`src/rtl/frame_queue_ctrl.sv`:
```
// rtl/frame_queue_ctrl.sv - header/length frame parser feeding a 16-byte show-ahead payload FIFO
module frame_queue_ctrl #(
   parameter logic [7:0] HDR   = 8'hAB,
   parameter int         DEPTH = 16
) (
   input  logic       ser_clk,
   input  logic       reset_n,
   input  logic [7:0] byte_in,
   input  logic       byte_stb,
   input  logic       rd_en,
   output logic [7:0] rd_data,
   output logic       empty,
   output logic       full,
   output logic [4:0] count,
   output logic [1:0] state,
   output logic       frame_done,
   output logic       len_err,
   output logic       overflow
);

   typedef enum logic [1:0] {
      HUNT    = 2'd0,
      LEN     = 2'd1,
      PAYLOAD = 2'd2
   } state_t;

   localparam logic [4:0] DEPTH_C = 5'(DEPTH);
   localparam logic [7:0] DEPTH_B = 8'(DEPTH);

   state_t     state_q;
   logic [4:0] remaining;
   logic [3:0] wr_ptr;
   logic [3:0] rd_ptr;
   logic [7:0] mem [0:15];

   logic pop;
   logic pay_stb;
   logic wr_fire;
   logic drop;

   assign empty   = (count == 5'd0);
   assign full    = (count == DEPTH_C);
   assign state   = state_q;
   assign rd_data = mem[rd_ptr];

   // A pop on a full FIFO frees the slot the same-cycle write lands in.
   assign pop     = rd_en && !empty;
   assign pay_stb = byte_stb && (state_q == PAYLOAD);
   assign wr_fire = pay_stb && (!full || pop);
   assign drop    = pay_stb && full && !pop;

   always_ff @(posedge ser_clk or negedge reset_n) begin
      if (!reset_n) begin
         state_q    <= HUNT;
         remaining  <= 5'd0;
         wr_ptr     <= 4'd0;
         rd_ptr     <= 4'd0;
         count      <= 5'd0;
         frame_done <= 1'b0;
         len_err    <= 1'b0;
         overflow   <= 1'b0;
      end else begin
         frame_done <= 1'b0;
         len_err    <= 1'b0;
         if (drop)
            overflow <= 1'b1;
         if (wr_fire)
            wr_ptr <= wr_ptr + 4'd1;
         if (pop)
            rd_ptr <= rd_ptr + 4'd1;
         count <= count + {4'd0, wr_fire} - {4'd0, pop};

         case (state_q)
            HUNT: begin
               if (byte_stb && byte_in == HDR)
                  state_q <= LEN;
            end
            LEN: begin
               if (byte_stb) begin
                  if (byte_in == 8'd0) begin
                     frame_done <= 1'b1;
                     state_q    <= HUNT;
                  end else if (byte_in > DEPTH_B) begin
                     len_err <= 1'b1;
                     state_q <= HUNT;
                  end else begin
                     remaining <= byte_in[4:0];
                     state_q   <= PAYLOAD;
                  end
               end
            end
            PAYLOAD: begin
               if (byte_stb) begin
                  remaining <= remaining - 5'd1;
                  if (remaining == 5'd1) begin
                     frame_done <= 1'b1;
                     state_q    <= HUNT;
                  end
               end
            end
            default: state_q <= HUNT;
         endcase
      end
   end

   // Storage is deliberately left out of reset; pointers alone define contents.
   always_ff @(posedge ser_clk) begin
      if (wr_fire)
         mem[wr_ptr] <= byte_in;
   end

endmodule

```
`config.mk`:
```
export PLATFORM = sky130hd
export DESIGN_NAME = frame_queue_ctrl
export DESIGN_NICKNAME = d
export VERILOG_FILES = /design/src/rtl/frame_queue_ctrl.sv
export SDC_FILE = /design/constraint.sdc
export NUM_CORES = 1
export LEC_CHECK = 0
export BUFFER_PORTS_ARGS = -buffer_cell sky130_fd_sc_hd__buf_2
export CORE_ASPECT_RATIO = 0.75
export CORE_UTILIZATION = 50
export DETAILED_ROUTE_END_ITERATION = 7
export PLACE_DENSITY = 0.7
export RECOVER_POWER = 25
export SYNTH_ARGS = -nofsm -noshare
export SYNTH_HDL_FRONTEND = slang
export SYNTH_SLANG_ARGS = --single-unit
```
`constraint.sdc`:
```
create_clock -name ser_clk -period 2.8 [get_ports ser_clk]
set_input_delay 0.28 -clock ser_clk [delete_from_list [all_inputs] [get_ports ser_clk]]
set_output_delay 0.28 -clock ser_clk [all_outputs]
set_load 0.02 [all_outputs]
```
# [Yosys cells after proc, flatten, opt, wreduce, memory -nomap -nowiden]
# Memories as Yosys holds them, arrays and structs flattened.
# Index checks and enable logic that the tools add are counted.
[op_classes] add_sub_neg=5 n_lt_le_gt_ge=1 eq_ne=11 muxes=23 reduce_logical=16
[op_table] op="two-way mux 5 bit" n=4
[op_table] op="two-way mux 2 bit" n=6
[op_table] op="two-way mux 1 bit" n=10
[op_table] op="!= test 2 bit (second input constant)" n=5
[op_table] op="case mux 5 bit (2 select lines)" n=1
[op_table] op="adder 4 x 1 -> 4 bit (second input constant)" n=2
[op_table] op="equality test 8 bit (second input constant)" n=1
[op_table] op="greater-than comparator 8 x 5 -> 1 bit (second input constant)" n=1
[op_table] op="logical NOT 8 bit" n=1
[op_table] op="logical AND 1 bit" n=6
[op_table] op="case mux 2 bit (3 select lines)" n=1
[op_table] op="adder 5 x 1 -> 5 bit" n=1
[op_table] op="equality test 5 x 1 -> 1 bit (second input constant)" n=1
[op_table] op="equality test 5 bit (second input constant)" n=1
[op_table] op="logical NOT 5 bit" n=1
[op_table] op="AND reduction 5 bit" n=1
[op_table] op="subtractor 5 x 1 -> 5 bit" n=1
[op_table] op="subtractor 5 x 1 -> 5 bit (second input constant)" n=1
[op_table] op="AND reduction 4 bit" n=1
[op_table] op="logical NOT 1 bit" n=3
[op_table] op="equality test 2 x 1 -> 1 bit (second input constant)" n=1
[op_table] op="equality test 2 bit (second input constant)" n=1
[op_table] op="logical NOT 2 bit" n=1
[op_table] op="!= test 2 x 1 -> 1 bit (second input constant)" n=1
[op_table] op="3 further kinds" n=3
[totals] ff_bits=23 mem_bits_rw=128 inputBits=12 output_inout_bits=20 wordCells=65 mem_count=1
[mem_list] memory="mem" words=16 width=8 read_ports=1 rd_ports_with_merged_regs=0 wr=1 line="34" source="logic [7:0] mem [0:15];"

# [Depth between registers and ports, before layout]
# Gate-level depths: netlist of run 1.
[logic_depth] word_depth=7 depth_mapped=14 ltp_nobuf=14

# [Least setup slack after synthesis of run 1]
# No wires, ideal clock.
[synth_timing] path_kind="reg-to-reg" start="register count[3]" end="register count[4]" setup_ns=0.125 t_arrival_ns=2.887 required_ns=2.675 slack_ns=-0.213 path_stages_with_launch=14 n_path_buf=0 period_less_slack_ns=3.013 cell_sequence="dfrtp_1 > inv_1 > ha_1 > nor4b_1 > nor2b_1 > o21ai_1 > ha_1 > inv_1 > fa_1 > inv_1 > a21oi_1 > nor2_1 > nor2_1 > xnor2_1"
[synth_via] elab_chain_cells=7 elab_cells_between_ends=9 classes_between="2 x add/sub; 1 x eq/ne; 6 x reduce/logical"
[synth_rtl] element="from (decl)" line="14" source="output logic [4:0] count,"
[synth_rtl] element="from (signal assigned)" line="71" source="count <= count + {4'd0, wr_fire} - {4'd0, pop};"
[synth_rtl] element="logical NOT 5 bit (*)" line="41" source="assign empty = (count == 5'd0);"
[synth_rtl] element="net empty" line="12" source="output logic empty,"
[synth_rtl] element="logical NOT 1 bit (*)" line="47" source="assign pop = rd_en && !empty;"
[synth_rtl] element="logical AND 1 bit (*)" line="47"
[synth_rtl] element="logical OR 1 bit" line="49" source="assign wr_fire = pay_stb && (!full || pop);"
[synth_rtl] element="logical AND 1 bit" line="49"
[synth_rtl] element="adder 5 x 1 -> 5 bit" line="71"
[synth_rtl] element="subtractor 5 x 1 -> 5 bit (*)" line="71"
# Mark *: on every way through the listed nets, which the timed path passes. The rest lies on a longest branch.
# A chain may end at the register's enable or synchronous reset.

# [Final worst setup path of run 1]
[layout_timing] start="register rd_ptr[0]" end="output rd_data[1]"
[layout_via] elab_chain_cells=1
[layout_rtl] element="from (decl)" line="33" source="logic [3:0] rd_ptr;"
[layout_rtl] element="from (signal assigned)" line="70" source="rd_ptr <= rd_ptr + 4'd1;"
[layout_rtl] element="memory read (16 x 8 bit)"
[layout_rtl] element="to (decl)" line="11" source="output logic [7:0] rd_data,"
# Every way passes these cells.

==> results of run 1 <==
registers in the layout, summed over array words and instances (netlist names), 2 cells and up:
name       count
mem          128
count          5
remaining      5
rd_ptr         4
wr_ptr         4
state          2
worst max-delay path by stage:
stage / start / endpoint / slack, ns
final: rd_ptr[0] / rd_data[1] / 0.15
after global routing: count[3] / count[4] / 0.02
after CTS: rd_ptr[0] / rd_data[1] / 0.02
after detailed placement: count[2] / count[4] / 0.19
after global placement: count[3] / count[4] / 0.31
after floorplan: count[3] / count[4] / 0.15
cell usage in the layout, fill, tap and decap left out, types with 2 or more instances in the layout:
cell                         count
sky130_fd_sc_hd__o31ai_1         2
sky130_fd_sc_hd__xor2_1          2
sky130_fd_sc_hd__xnor2_1         8
sky130_fd_sc_hd__a21oi_1         9
sky130_fd_sc_hd__inv_2           2
sky130_fd_sc_hd__clkbuf_1        8
sky130_fd_sc_hd__nand4_1         3
sky130_fd_sc_hd__bufinv_16       3
sky130_fd_sc_hd__inv_1          15
sky130_fd_sc_hd__nor2b_1         3
sky130_fd_sc_hd__ha_1           15
sky130_fd_sc_hd__nor3_1          5
sky130_fd_sc_hd__nand2_1         7
sky130_fd_sc_hd__inv_6           2
sky130_fd_sc_hd__clkinv_2        3
sky130_fd_sc_hd__mux2_1          2
sky130_fd_sc_hd__a21o_1          2
sky130_fd_sc_hd__clkinv_1        2
sky130_fd_sc_hd__nor4b_1         2
sky130_fd_sc_hd__mux2i_1         2
sky130_fd_sc_hd__buf_4          21
sky130_fd_sc_hd__o21ai_1         8
sky130_fd_sc_hd__and2_1          8
sky130_fd_sc_hd__a2111oi_0       2
sky130_fd_sc_hd__edfxtp_1      128
sky130_fd_sc_hd__mux4_2         40
sky130_fd_sc_hd__clkinvlp_4      2
sky130_fd_sc_hd__clkbuf_16      17
sky130_fd_sc_hd__nand2b_1        2
sky130_fd_sc_hd__nor2_1          9
sky130_fd_sc_hd__dfrtp_1        22
sky130_fd_sc_hd__and3_1          9
sky130_fd_sc_hd__buf_2          25
sky130_fd_sc_hd__buf_12          2
metal layers:
| metal | up-vias | wire length [um] | share of wire (%) | GRT usage, % |
|---|---|---|---|---|
| li1 | 1483 | - | - | - |
| met4 | 0 | 181 | 1.4 | 7.958 |
| met3 | 10 | 972 | 7.5 | 5.657 |
| met1 | 1710 | 5879 | 46 | 31.95 |
| met5 | - | 0 | 0 | 0 |
| met2 | 117 | 5841 | 45 | 29.72 |
final cells by class:
type	instances	area, um^2	share of cell area [%]
sequential	151	4423	59.31
timing repair buffer	55	355.3	4.765
tap	166	207.7	2.785
inverter	17	63.81	0.8557
clock inverter	13	153.9	2.064
clock buffer	19	432.9	5.805
multi-input combinational	159	1821	24.41
report_power, final:
part           total [mW]  switching (mW)  leakage [nW]  internal, mW
registers            2.86           0.264          1.43          2.59
clock network        2.27           0.873         0.283          1.40
logic                2.21            1.07         0.959          1.14
total                7.33            2.21          2.67          5.13
synthesized netlist by cell type (2+ instances only):
master,instances,area [um^2]
sky130_fd_sc_hd__buf_6,3,33.78
sky130_fd_sc_hd__dfrtp_1,23,575.6
sky130_fd_sc_hd__mux2_1,2,22.52
sky130_fd_sc_hd__nor3_1,5,25.02
sky130_fd_sc_hd__edfxtp_1,128,3844
sky130_fd_sc_hd__mux2i_1,2,20.02
sky130_fd_sc_hd__a21o_1,2,15.01
sky130_fd_sc_hd__a21oi_1,9,45.04
sky130_fd_sc_hd__and2_1,8,50.05
sky130_fd_sc_hd__nor4b_1,3,26.28
sky130_fd_sc_hd__nand2b_1,2,12.51
sky130_fd_sc_hd__ha_1,15,187.7
sky130_fd_sc_hd__buf_2,4,20.02
sky130_fd_sc_hd__nand2_1,7,26.28
sky130_fd_sc_hd__nor2b_1,3,18.77
sky130_fd_sc_hd__clkbuf_1,4,15.01
sky130_fd_sc_hd__xor2_1,2,17.52
sky130_fd_sc_hd__a2111oi_0,2,17.52
sky130_fd_sc_hd__nand4_1,3,18.77
sky130_fd_sc_hd__and3_1,9,56.30
sky130_fd_sc_hd__o31ai_1,2,15.01
sky130_fd_sc_hd__mux4_2,40,900.9
sky130_fd_sc_hd__xnor2_1,8,70.07
sky130_fd_sc_hd__o21ai_1,8,40.04
sky130_fd_sc_hd__nor2_1,9,33.78
sky130_fd_sc_hd__buf_1,2,7.510
sky130_fd_sc_hd__inv_1,15,56.30
sky130_fd_sc_hd__inv_2,2,7.510
what timing repair did:
item | in CTS | in global routing
endpoints found under the hold margin | 23 | 0
hold buffers | 1 | 0
setup buffers | 0 | 8
resized for setup | 1 | 0
pin swaps | 0 | 0
endpoints found under the setup margin | 5 | 3
worst max-delay path, stage by stage, from the launching register on:
cell and delay [ns]:
sky130_fd_sc_hd__dfrtp_4 0.55, sky130_fd_sc_hd__buf_12 0.21, sky130_fd_sc_hd__mux4_2 0.54, sky130_fd_sc_hd__mux4_2 0.48, sky130_fd_sc_hd__buf_2 0.18
cells by family (layout without fill, tap and decap cells):
logic type                 Yosys count  after routing
and+or+nand+nor                     57             57
xor gates and xnor gates            10             10
DFF                                151            151
AOI/OAI and AO/OA                   31             31
adders and majority gates           16             16
muxes                               45             45
buffers and inverters               31            104
through the flow:
step	setup slack (ns)	total power [mW]	hold slack, ns
floorplan	0.1514	4.410	-0.01559
global placement	0.3114	4.994	0.3006
detailed placement	0.1867	5.039	0.3116
CTS	0.02297	7.294	0.2219
global route	0.01885	7.658	0.2677
finish	0.1488	7.335	0.2403
==> results_tabular.tex, run 1 <==
\begin{tabular}{lr}
\hline
Metric & Value \\
\hline
\multicolumn{2}{l}{\textbf{Power}} \\
IR drop worst, VDD & 0.6551 mV \\
Static leakage & 2.668 nW \\
Power density relative to cell area & 983.6 nW/um\^{}2 \\
\multicolumn{2}{l}{\textbf{Min path}} \\
Startpoint of the worst hold path & byte\_stb \\
Hold-critical path depth & 3 \\
Worst min-delay path class & in2reg \\
Hold EP & remaining[1] \\
\multicolumn{2}{l}{\textbf{Placed design}} \\
Placed Instance Area & 6805 um\^{}2 \\
RD Place Congestion & 0.8436 \\
Number of placed cells counting well taps & 539 \\
Post-DP HPWL & 8.272 mm \\
Number of port buffers & 31 \\
\multicolumn{2}{l}{\textbf{Yosys}} \\
Share of synthesized area occupied by flip-flops and latches & 69.35\% \\
Average footprint of a synthesized cell & 18.69 um\^{}2 \\
Count of mapped cells out of synthesis & 341 \\
Synthesized netlist net count & 369 \\
Combinational family with the most area after synthesis & multiplexers \\
FFs w/ async S/R, synth & 15.23\% \\
Count of unique library cells instantiated by Yosys & 47 \\
Yosys reg bits & 151 \\
Adder-cell share of the synthesized area & 3.259\% \\
Synthesized area & 6372 um\^{}2 \\
Mux share of post-synthesis cell area & 15.04\% \\
Compound-Gate Fraction of Synth Area & 3.122\% \\
Post-synthesis share of cell area spent on and, or, nand and nor gates & 5.576\% \\
Post-synth EDFFs & 128 \\
Synth Area in XOR/XNOR & 1.374\% \\
Dominant register cell in the synthesized netlist & sky130\_fd\_sc\_hd\_\_edfxtp\_1 \\
Number of warnings issued by yosys & 0 \\
\multicolumn{2}{l}{\textbf{Cells and area}} \\
Core Util, Final & 60.39\% \\
Total non-filler cell area in the finished layout & 7457 um\^{}2 \\
Final layout net count & 429 \\
Filler-free cell count of the finished design & 580 \\
Layout overhead on the synthesized area & 17.02\% \\
Diode insertion count for antenna repair & 0 \\
Fraction of layout instances using a drive strength above 1 & 30.68\% \\
Number of filler cells placed in the layout & 927 \\
\multicolumn{2}{l}{\textbf{Worst setup path}} \\
Worst Path Class, Setup & reg2out \\
Setup slack, reg-to-reg & 0.16 ns \\
R2r startpoint & count[3] \\
CP max FO & 14 \\
Worst path arrival time & 2.37 ns \\
Sort of element at the start of the critical path & flip-flop \\
Crit path capture type & primary output \\
End of the worst register-to-register path & count[4] \\
Path depth of the worst reg2reg path & 14 \\
Critical path required time & 2.52 ns \\
\multicolumn{2}{l}{\textbf{Global routing}} \\
Number of global-route vias before repair & 3272 \\
Wire length of the first global-routing pass & 19.84 mm \\
Grt ovf & 0 \\
Tot GR Track Use & 21.19\% \\
Maximum number of pins on one net before global-route repair & 26 \\
Number of antenna violations at the first check in global routing & 0 \\
\multicolumn{2}{l}{\textbf{Floorplan}} \\
Horizontal extent of the die & 132.4 um \\
Core ar. & 12350 um\^{}2 \\
Initial core utilization & 51.60\% \\
Io pins & 32 \\
Floorplan die height & 99.77 um \\
Die Area & 13210 um\^{}2 \\
Row count & 35 \\
\multicolumn{2}{l}{\textbf{Routing}} \\
Detailed-route DRC error count & 0 \\
Wire length per cell & 22.20 um \\
Initial DRT Pass Iterations & 4 \\
Final wirelength & 12.88 mm \\
First DRT Iteration DRCs & 288 \\
Detail Route Antenna Nets & 0 \\
Routed vias & 3320 \\
Via density & 5.724 \\
\multicolumn{2}{l}{\textbf{Clock tree}} \\
H-tree level count & 4 \\
Number of clock sinks seen by CTS & 151 \\
Root cell of the clock tree & sky130\_fd\_sc\_hd\_\_clkbuf\_16 \\
Number of clock buffers inserted by TritonCTS & 17 \\
Later-pin clock latency in the skew report & 0.42 ns \\
Clock slew seen by the registers of the worst setup and hold paths & 0.06 ns \\
Clock tree from TritonCTS & done \\
Maximum count of clock buffers along a single path & 2 \\
\multicolumn{2}{l}{\textbf{Timing}} \\
Worst slew slack as a fraction of its limit & 34.88\% \\
Fin. Hold Viols & 0 \\
Slew Viols, Final & 0 \\
Final number of setup-violating endpoints & 0 \\
Transition time of the tightest slew-check pin & 0.9769 ns \\
Post-route fraction of the period consumed by the critical path & 94.68\% \\
Worst clock skew & 0.01352 ns \\
Minimum clock period & 2.651 ns \\
Highest attainable clock frequency & 377.2 MHz \\
Unrepaired setup endpoints after global routing & false \\
Sum of negative setup slack & 0 ns \\
\multicolumn{2}{l}{\textbf{Run status}} \\
Status & finished clean \\
\multicolumn{2}{l}{\textbf{Job}} \\
MaxCap Viol Count & 0 \\
\hline
\end{tabular}
Power figures use the tool's default switching activity.
==> inputs of run 2 (changes only) <==
ABC_AREA = 1   (was unset)
BUFFER_PORTS_ARGS = unset   (was -buffer_cell sky130_fd_sc_hd__buf_2)
DONT_BUFFER_PORTS = 1   (was unset)
PLACE_DENSITY = 0.71   (was 0.7)
clock period = 2.2 ns   (was 2.8 ns; I/O delays follow)
==> results_tabular.tex, run 2 <==
\begin{tabular}{lr}
\hline
Metric & Value \\
\hline
\multicolumn{2}{l}{\textbf{Worst setup path}} \\
Critical path required time & 1.98 ns (-0.54 ns) \\
CP max-delay cell & sky130\_fd\_sc\_hd\_\_dfrtp\_2 \\
Top Family by Delay on Critical Path & compound AO/OA/AOI/OAI gates \\
Worst Path Class, Setup & reg2out \\
Crit-path cells & buf\_12 -> o21ai\_1 -> o211ai\_1 -> nand3\_1 -> nand2\_2 \\
Worst path arrival time & 1.99 ns (-0.38 ns) \\
Crit path capture type & primary output \\
Buffering stage count on the worst path with inverters included & 1 (-1) \\
Sort of element at the start of the critical path & flip-flop \\
CP max FO & 19 (+5) \\
Stage delay of the slowest cell on the critical path & 0.48 ns (-0.07 ns) \\
\multicolumn{2}{l}{\textbf{Yosys}} \\
Yosys reg bits & 151 (unchanged) \\
Share of Yosys cell area claimed by the top area cell type & 58.04\% (-2.3 points) \\
FFs w/ async S/R, synth & 15.23\% (unchanged) \\
Number of warnings issued by yosys & 0 (unchanged) \\
Biggest area contributors in the synthesized netlist & sky130\_fd\_sc\_hd\_\_edfxtp\_1 (58\%), sky130\_fd\_sc\_hd\_\_dfrtp\_1 (8.7\%), sky130\_fd\_sc\_hd\_\_o21ai\_0 (4.4\%) \\
Count of unique library cells instantiated by Yosys & 29 (-38\%) \\
Most common cell in the netlist & sky130\_fd\_sc\_hd\_\_edfxtp\_1 \\
Share of synthesized area occupied by flip-flops and latches & 66.73\% (-2.6 points) \\
Dominant register cell in the synthesized netlist & sky130\_fd\_sc\_hd\_\_edfxtp\_1 \\
Average footprint of a synthesized cell & 11.62 um\^{}2 (-38\%) \\
Cell type with the highest aggregate area in the netlist & sky130\_fd\_sc\_hd\_\_edfxtp\_1 \\
Post-synth EDFFs & 128 (unchanged) \\
Synthesized area & 6623 um\^{}2 (+3.9\%) \\
Leading cell types by count after synthesis & sky130\_fd\_sc\_hd\_\_edfxtp\_1 (128), sky130\_fd\_sc\_hd\_\_nor2\_1 (77), sky130\_fd\_sc\_hd\_\_nand2\_1 (68) \\
Synthesized netlist net count & 598 (+62\%) \\
Count of mapped cells out of synthesis & 570 (+67\%) \\
\multicolumn{2}{l}{\textbf{Timing}} \\
Sum of negative setup slack & -0.01419 ns (-0.01419 ns) \\
Slew Viols, Final & 0 (unchanged) \\
Fin. Hold Viols & 0 (unchanged) \\
Minimum clock period & 2.214 ns \\
Highest attainable clock frequency & 451.6 MHz \\
Post-route fraction of the period consumed by the critical path & 100.6\% \\
Worst clock skew & 0.01167 ns (-0.001845 ns) \\
Transition time of the tightest slew-check pin & 1.419 ns (+0.4418 ns) \\
Final number of setup-violating endpoints & 1 (+1) \\
PnR worst setup slack & -0.01419 ns (-0.1630 ns) \\
Worst slew slack as a fraction of its limit & 5.420\% (-29 points) \\
Unrepaired setup endpoints after global routing & true \\
\multicolumn{2}{l}{\textbf{Global routing}} \\
Grt ovf & 0 (unchanged) \\
Maximum number of pins on one net before global-route repair & 39 (+50\%) \\
Grt met2 use & 39.18\% (+9.5 points) \\
Wire length of the first global-routing pass & 23.95 mm (+21\%) \\
Met1 track demand over resource in global routing & 33.11\% (+1.2 points) \\
GR Layer Usage met3 & 7.958\% (+2.3 points) \\
Tot GR Track Use & 24.72\% (+3.5 points) \\
Grt peak-use layer & met2 \\
Number of antenna violations at the first check in global routing & 0 (unchanged) \\
Number of global-route vias before repair & 4259 (+30\%) \\
\multicolumn{2}{l}{\textbf{Power}} \\
Power density relative to cell area & 1280 nW/um\^{}2 (+30\%) \\
Comb pwr share & 37.4\% (+7.3 points) \\
Clock power frac & 27.4\% (-3.5 points) \\
Design internal power & 6.165 mW (+20\%) \\
Sw frac & 38.08\% (+8.0 points) \\
IR drop worst, VDD & 0.6488 mV (-0.97\%) \\
NetSw & 3.791 mW (+72\%) \\
Static leakage & 2.955 nW (+11\%) \\
Fraction of power consumed by sequential logic & 35.2\% (-3.8 points) \\
\multicolumn{2}{l}{\textbf{Floorplan}} \\
Core ar. & 12970 um\^{}2 (+5.0\%) \\
Floorplan die height & 101.7 um (+1.9\%) \\
Die Area & 13710 um\^{}2 (+3.9\%) \\
Io pins & 32 (unchanged) \\
Row count & 36 (+2.9\%) \\
Horizontal extent of the die & 134.9 um (+1.9\%) \\
Initial core utilization & 51.05\% (-0.55 points) \\
\multicolumn{2}{l}{\textbf{Routing}} \\
Initial DRT Pass Iterations & 5 (+1) \\
Final wirelength & 15.73 mm (+22\%) \\
Detailed-route DRC error count & 0 (unchanged) \\
Wire length per cell & 19.61 um (-12\%) \\
Via density & 5.535 (-3.3\%) \\
Detail Route Antenna Nets & 0 (unchanged) \\
Routed vias & 4439 (+34\%) \\
First DRT Iteration DRCs & 423 (+47\%) \\
\multicolumn{2}{l}{\textbf{Cells and area}} \\
Total non-filler cell area in the finished layout & 7777 um\^{}2 (+4.3\%) \\
Registers with the most flip-flops & mem: 128 flops, count: 5 flops, remaining: 5 flops \\
Most frequent cells in the layout & sky130\_fd\_sc\_hd\_\_edfxtp\_1 (128), sky130\_fd\_sc\_hd\_\_nor2\_1 (75), sky130\_fd\_sc\_hd\_\_nand2\_1 (61) \\
Number of filler cells placed in the layout & 1005 (+8.4\%) \\
Layout overhead on the synthesized area & 17.44\% \\
Top reg by flops & mem \\
Core Util, Final & 59.95\% (-0.43 points) \\
Final layout net count & 645 (+50\%) \\
Fraction of layout instances using a drive strength above 1 & 16.35\% (-14 points) \\
Flip-flop count of the largest register after layout & 128 (unchanged) \\
Most common library cell in the layout ignoring fill and taps & sky130\_fd\_sc\_hd\_\_edfxtp\_1 \\
\multicolumn{2}{l}{\textbf{Placed design}} \\
RD Place Congestion & 0.8315 (-1.4\%) \\
Dpl ws & -0.003914 ns (-0.1907 ns) \\
Placed Instance Area & 6987 um\^{}2 (+2.7\%) \\
Post-DP HPWL & 9.278 mm (+12\%) \\
Number of port buffers & 0 (-100\%) \\
\multicolumn{2}{l}{\textbf{Clock tree}} \\
Maximum count of clock buffers along a single path & 2 (unchanged) \\
Root cell of the clock tree & sky130\_fd\_sc\_hd\_\_clkbuf\_16 \\
Number of clock sinks seen by CTS & 151 (unchanged) \\
Number of clock buffers inserted by TritonCTS & 17 (unchanged) \\
Clock tree from TritonCTS & done \\
H-tree level count & 4 (unchanged) \\
Clock slew seen by the registers of the worst setup and hold paths & 0.06 ns (about the same) \\
Later-pin clock latency in the skew report & 0.43 ns (about the same) \\
\multicolumn{2}{l}{\textbf{Run status}} \\
Status & finished with violations \\
Failing checks & negative setup slack \\
\multicolumn{2}{l}{\textbf{Job}} \\
MaxCap Viol Count & 0 (unchanged) \\
\multicolumn{2}{l}{\textbf{Min path}} \\
Worst min-delay path class & in2reg \\
\hline
\end{tabular}
==> run 2: layout make-up <==
cell class	count	area (um^2)	share of cell area, %
antenna	1	2.502	0.03218
clock buffer	18	429.2	5.518
clock inverter	14	125.1	1.609
inverter	56	217.7	2.799
multi-input combinational	339	1874	24.10
sequential	151	4425	56.90
tap	171	214.0	2.751
timing repair buffer	52	489.2	6.290
==> run 2: timing repair <==
action	in CTS	in global routing
setup endpoints to repair	8	10
resized for setup	5	15
hold endpoints to repair	154	0
cloned	1	1
pin swaps	2	6
hold buffers	12	0
setup buffers	0	1
==> run 2: worst reg2reg max path, cell delays in order, from the launching register on <==
cell,delay [ns]
sky130_fd_sc_hd__dfrtp_2,0.36
sky130_fd_sc_hd__inv_1,0.06
sky130_fd_sc_hd__ha_1,0.22
sky130_fd_sc_hd__nand4_1,0.13
sky130_fd_sc_hd__nand2_1,0.11
sky130_fd_sc_hd__nor2_2,0.13
sky130_fd_sc_hd__inv_1,0.07
sky130_fd_sc_hd__nand2_1,0.07
sky130_fd_sc_hd__ha_1,0.15
sky130_fd_sc_hd__inv_1,0.06
sky130_fd_sc_hd__fa_2,0.36
sky130_fd_sc_hd__o21ai_2,0.15
sky130_fd_sc_hd__xor2_1,0.14
==> run 2: worst paths after layout <==
path / from / end / slack (ns) / depth (start not counted)
min in group asynchronous: reset_n / remaining[3] / 0.64 / 2
hold / removal: byte_in[4] / remaining[4] / 0.03 / 4
max in group asynchronous: reset_n / count[3] / 0.61 / 2
hold reg to reg: remaining[1] / remaining[1] / 0.55 / 2
setup / recovery: rd_ptr[0] / rd_data[0] / -0.01 / 5
setup reg to reg: count[2] / count[4] / 0.11 / 12
==> run 2: layer usage <==
| layer | share of wire [%] | wire length (um) |
|---|---|---|
| met1 | 44 | 6978 |
| met2 | 47 | 7334 |
| met3 | 7.7 | 1214 |
| met4 | 1.3 | 203 |
| met5 | 0 | 0 |
==> run 2: through the flow <==
step	hold slack (ns)	cells	total power, mW
after floorplan	-0.07559	570	6.036
after global placement	-0.07450	754	6.751
after detailed placement	-0.07489	754	6.877
after CTS	0.01794	799	9.781
after global routing	0.03982	801	10.49
final	0.02770	802	9.957
==> run 2: power by group through the flow <==
stage / clock [mW] / combinational [mW] / sequential [mW]
2_1_floorplan: 0 / 2.44 / 3.59
3_3_place_gp: 0 / 3.23 / 3.52
3_5_place_dp: 0 / 3.35 / 3.53
4_1_cts: 2.75 / 3.54 / 3.49
5_1_grt: 2.87 / 4.08 / 3.53
6_report: 2.73 / 3.72 / 3.51
==> run 2: cell families (layout without fill, tap and decap cells) <==
logic type | count (synthesis) | count (layout) | synth area share (%)
DFF | 151 | 151 | 66.73
adders and majority gates | 16 | 16 | 3.136
buffers and inverters | 80 | 140 | 5.592
xor gates and xnor gates | 11 | 11 | 1.455
other | 0 | 1 | 0
AOI/OAI and AO/OA | 129 | 129 | 11.81
and+or+nand+nor | 183 | 183 | 11.28
==> inputs of run 3 (changes only) <==
PLACE_DENSITY = 0.77   (was 0.71)
==> results_tabular.tex, run 3 (same netlist as run 2, synthesis figures left out) <==
\begin{tabular}{lr}
\hline
Metric & Value \\
\hline
\multicolumn{2}{l}{\textbf{Run status}} \\
Status & finished clean \\
\multicolumn{2}{l}{\textbf{Power}} \\
IR drop worst, VDD & 0.6857 mV (+5.7\%) \\
Static leakage & 2.905 nW (-1.7\%) \\
Total power of the final layout & 9.727 mW (-2.3\%) \\
Power density relative to cell area & 1265 nW/um\^{}2 (-1.2\%) \\
\multicolumn{2}{l}{\textbf{Global routing}} \\
Grt ovf & 0 (unchanged) \\
Wire length of the first global-routing pass & 23.50 mm (-1.9\%) \\
Tot GR Track Use & 23.47\% (-1.3 points) \\
Number of global-route vias before repair & 4424 (+3.9\%) \\
Number of antenna violations at the first check in global routing & 0 (unchanged) \\
Maximum number of pins on one net before global-route repair & 48 (+23\%) \\
\multicolumn{2}{l}{\textbf{Floorplan}} \\
Horizontal extent of the die & 134.9 um (unchanged) \\
Initial core utilization & 51.05\% (unchanged) \\
Row count & 36 (unchanged) \\
Floorplan die height & 101.7 um (unchanged) \\
Die Area & 13710 um\^{}2 (unchanged) \\
Core ar. & 12970 um\^{}2 (unchanged) \\
Io pins & 32 (unchanged) \\
\multicolumn{2}{l}{\textbf{Clock tree}} \\
Clock tree from TritonCTS & done \\
Later-pin clock latency in the skew report & 0.42 ns (about the same) \\
Number of clock buffers inserted by TritonCTS & 17 (unchanged) \\
Number of clock sinks seen by CTS & 151 (unchanged) \\
Clock slew seen by the registers of the worst setup and hold paths & 0.06 ns (about the same) \\
H-tree level count & 4 (unchanged) \\
Maximum count of clock buffers along a single path & 2 (unchanged) \\
Root cell of the clock tree & sky130\_fd\_sc\_hd\_\_clkbuf\_16 \\
\multicolumn{2}{l}{\textbf{Cells and area}} \\
Layout overhead on the synthesized area & 16.12\% \\
Multi-input gate area & 1862 um\^{}2 (-0.67\%) \\
Flip-flop count of the largest register after layout & 128 (unchanged) \\
Fraction of layout instances using a drive strength above 1 & 15.04\% (-1.3 points) \\
Core Util, Final & 59.28\% (-0.68 points) \\
Most common library cell in the layout ignoring fill and taps & sky130\_fd\_sc\_hd\_\_edfxtp\_1 \\
Final layout net count & 640 (-0.78\%) \\
Number of filler cells placed in the layout & 1005 (unchanged) \\
Sequential Area & 4424 um\^{}2 (about the same) \\
Top reg by flops & mem \\
Most frequent cells in the layout & sky130\_fd\_sc\_hd\_\_edfxtp\_1 (128), sky130\_fd\_sc\_hd\_\_nor2\_1 (75), sky130\_fd\_sc\_hd\_\_nand2\_1 (63) \\
Diode insertion count for antenna repair & 0 (-1) \\
Registers with the most flip-flops & mem: 128 flops, count: 5 flops, remaining: 5 flops \\
\multicolumn{2}{l}{\textbf{Routing}} \\
Final wirelength & 14.99 mm (-4.7\%) \\
Detailed-route DRC error count & 0 (unchanged) \\
Initial DRT Pass Iterations & 5 (unchanged) \\
First DRT Iteration DRCs & 571 (+35\%) \\
Via density & 5.638 (+1.9\%) \\
Routed vias & 4488 (+1.1\%) \\
Detail Route Antenna Nets & 0 (unchanged) \\
Wire length per cell & 18.83 um (-4.0\%) \\
\multicolumn{2}{l}{\textbf{Worst setup path}} \\
Path depth of the worst reg2reg path & 12 (unchanged) \\
Top Family by Delay on Critical Path & simple AND/OR/NAND/NOR gates \\
Worst Path Class, Setup & reg2out \\
CP max-delay cell & sky130\_fd\_sc\_hd\_\_dfrtp\_2 \\
Crit-path cells & inv\_2 -> buf\_4 -> nor2\_1 -> o211ai\_1 -> nand3\_1 -> nand2\_2 \\
Sort of element at the start of the critical path & flip-flop \\
Buffering stage count on the worst path with inverters included & 2 (+1) \\
Critical path required time & 1.98 ns (about the same) \\
CP max FO & 17 (-2) \\
Crit path capture type & primary output \\
Worst path arrival time & 1.92 ns (-0.07 ns) \\
Stage delay of the slowest cell on the critical path & 0.45 ns (-0.03 ns) \\
Worst path depth & 6 (+1) \\
Setup slack, reg-to-reg & 0.11 ns (about the same) \\
\multicolumn{2}{l}{\textbf{Timing}} \\
Minimum clock period & 2.138 ns (-0.07606 ns) \\
Post-route fraction of the period consumed by the critical path & 97.19\% (-3.5 points) \\
Sum of negative setup slack & 0 ns (+0.01419 ns) \\
Final number of setup-violating endpoints & 0 (-1) \\
Unrepaired setup endpoints after global routing & true \\
PnR worst setup slack & 0.06187 ns (+0.07606 ns) \\
Fin. Hold Viols & 0 (unchanged) \\
Worst slew slack as a fraction of its limit & 26.99\% (+22 points) \\
Worst clock skew & 0.01032 ns (-0.001356 ns) \\
Slew Viols, Final & 0 (unchanged) \\
Transition time of the tightest slew-check pin & 1.091 ns (-0.3272 ns) \\
Highest attainable clock frequency & 467.7 MHz (+3.6\%) \\
\multicolumn{2}{l}{\textbf{Placed design}} \\
Post-DP HPWL & 8.964 mm (-3.4\%) \\
Dpl ws & -0.02264 ns (-0.01873 ns) \\
Number of port buffers & 0 (unchanged) \\
RD Place Congestion & 0.8771 (+5.5\%) \\
\multicolumn{2}{l}{\textbf{Min path}} \\
Hold-critical path depth & 4 (unchanged) \\
Worst min-delay path class & in2reg \\
\multicolumn{2}{l}{\textbf{Job}} \\
MaxCap Viol Count & 0 (unchanged) \\
\hline
\end{tabular}
## run 3: cell count changes in the layout (fill, tap and decap cells not counted), sizes merged
cell and delta:
buf -2, bufbuf -1, bufinv +1, clkbuf -2, clkinvlp +1, diode -1, inv -2
## run 3: worst min-delay path, cell delays in order
cell                      delay (ns)
sky130_fd_sc_hd__nand2_1        0.03
sky130_fd_sc_hd__o21ai_0        0.06
sky130_fd_sc_hd__nand2_1        0.05
sky130_fd_sc_hd__nand2_1        0.05
## run 3: final cells by class
cell class              instances  area share [%]
inverters                      56           2.799
clock inverters                14           1.725
clock buffers                  18           5.581
well taps                     171           2.782
repair buffers                 47           5.369
multi-input cells             339           24.21
flip-flops and latches        151           57.53
## run 3: power by group
part	leakage, nW	internal [mW]	switching, mW
clock	0.262	1.65	1.12
sequential	1.43	3.31	0.232
combinational	1.21	1.13	2.28
## run 3: layer usage
layer	share of wire (%)	track usage (%)	up-vias	routed length, um
met3	8.4	7.808	35	1258
met1	40	29.32	2199	6068
met5	0	0	-	0
met4	2.2	10.37	0	331
li1	-	-	2083	-
met2	49	37.59	171	7330
## run 3: worst paths after layout
| kind | startpoint | end |
|---|---|---|
| setup / recovery | rd_ptr[0] | rd_data[6] |
| min in group asynchronous | reset_n | remaining[3] |
| hold / removal | byte_in[3] | remaining[3] |
| max in group asynchronous | reset_n | state[0] |
| hold reg to reg | remaining[1] | remaining[1] |
| setup reg to reg | count[2] | count[4] |
## run 3: timing repair
item	4_1_cts	5_1_grt
setup endpoints to repair	8	8
pin swaps	0	2
hold buffers	11	0
hold endpoints to repair	154	0
buffers inserted	0	1
gates resized for setup	4	14
## run 3: metrics by stage
stage,area [um^2],std cells,hold WS (ns)
global placement,6959,752,-0.07431
CTS,7644,795,0.008250
finish,7690,796,0.01915
global route,7690,796,0.04445
detailed placement,6959,752,-0.07436
floorplan,6629,570,-0.07559
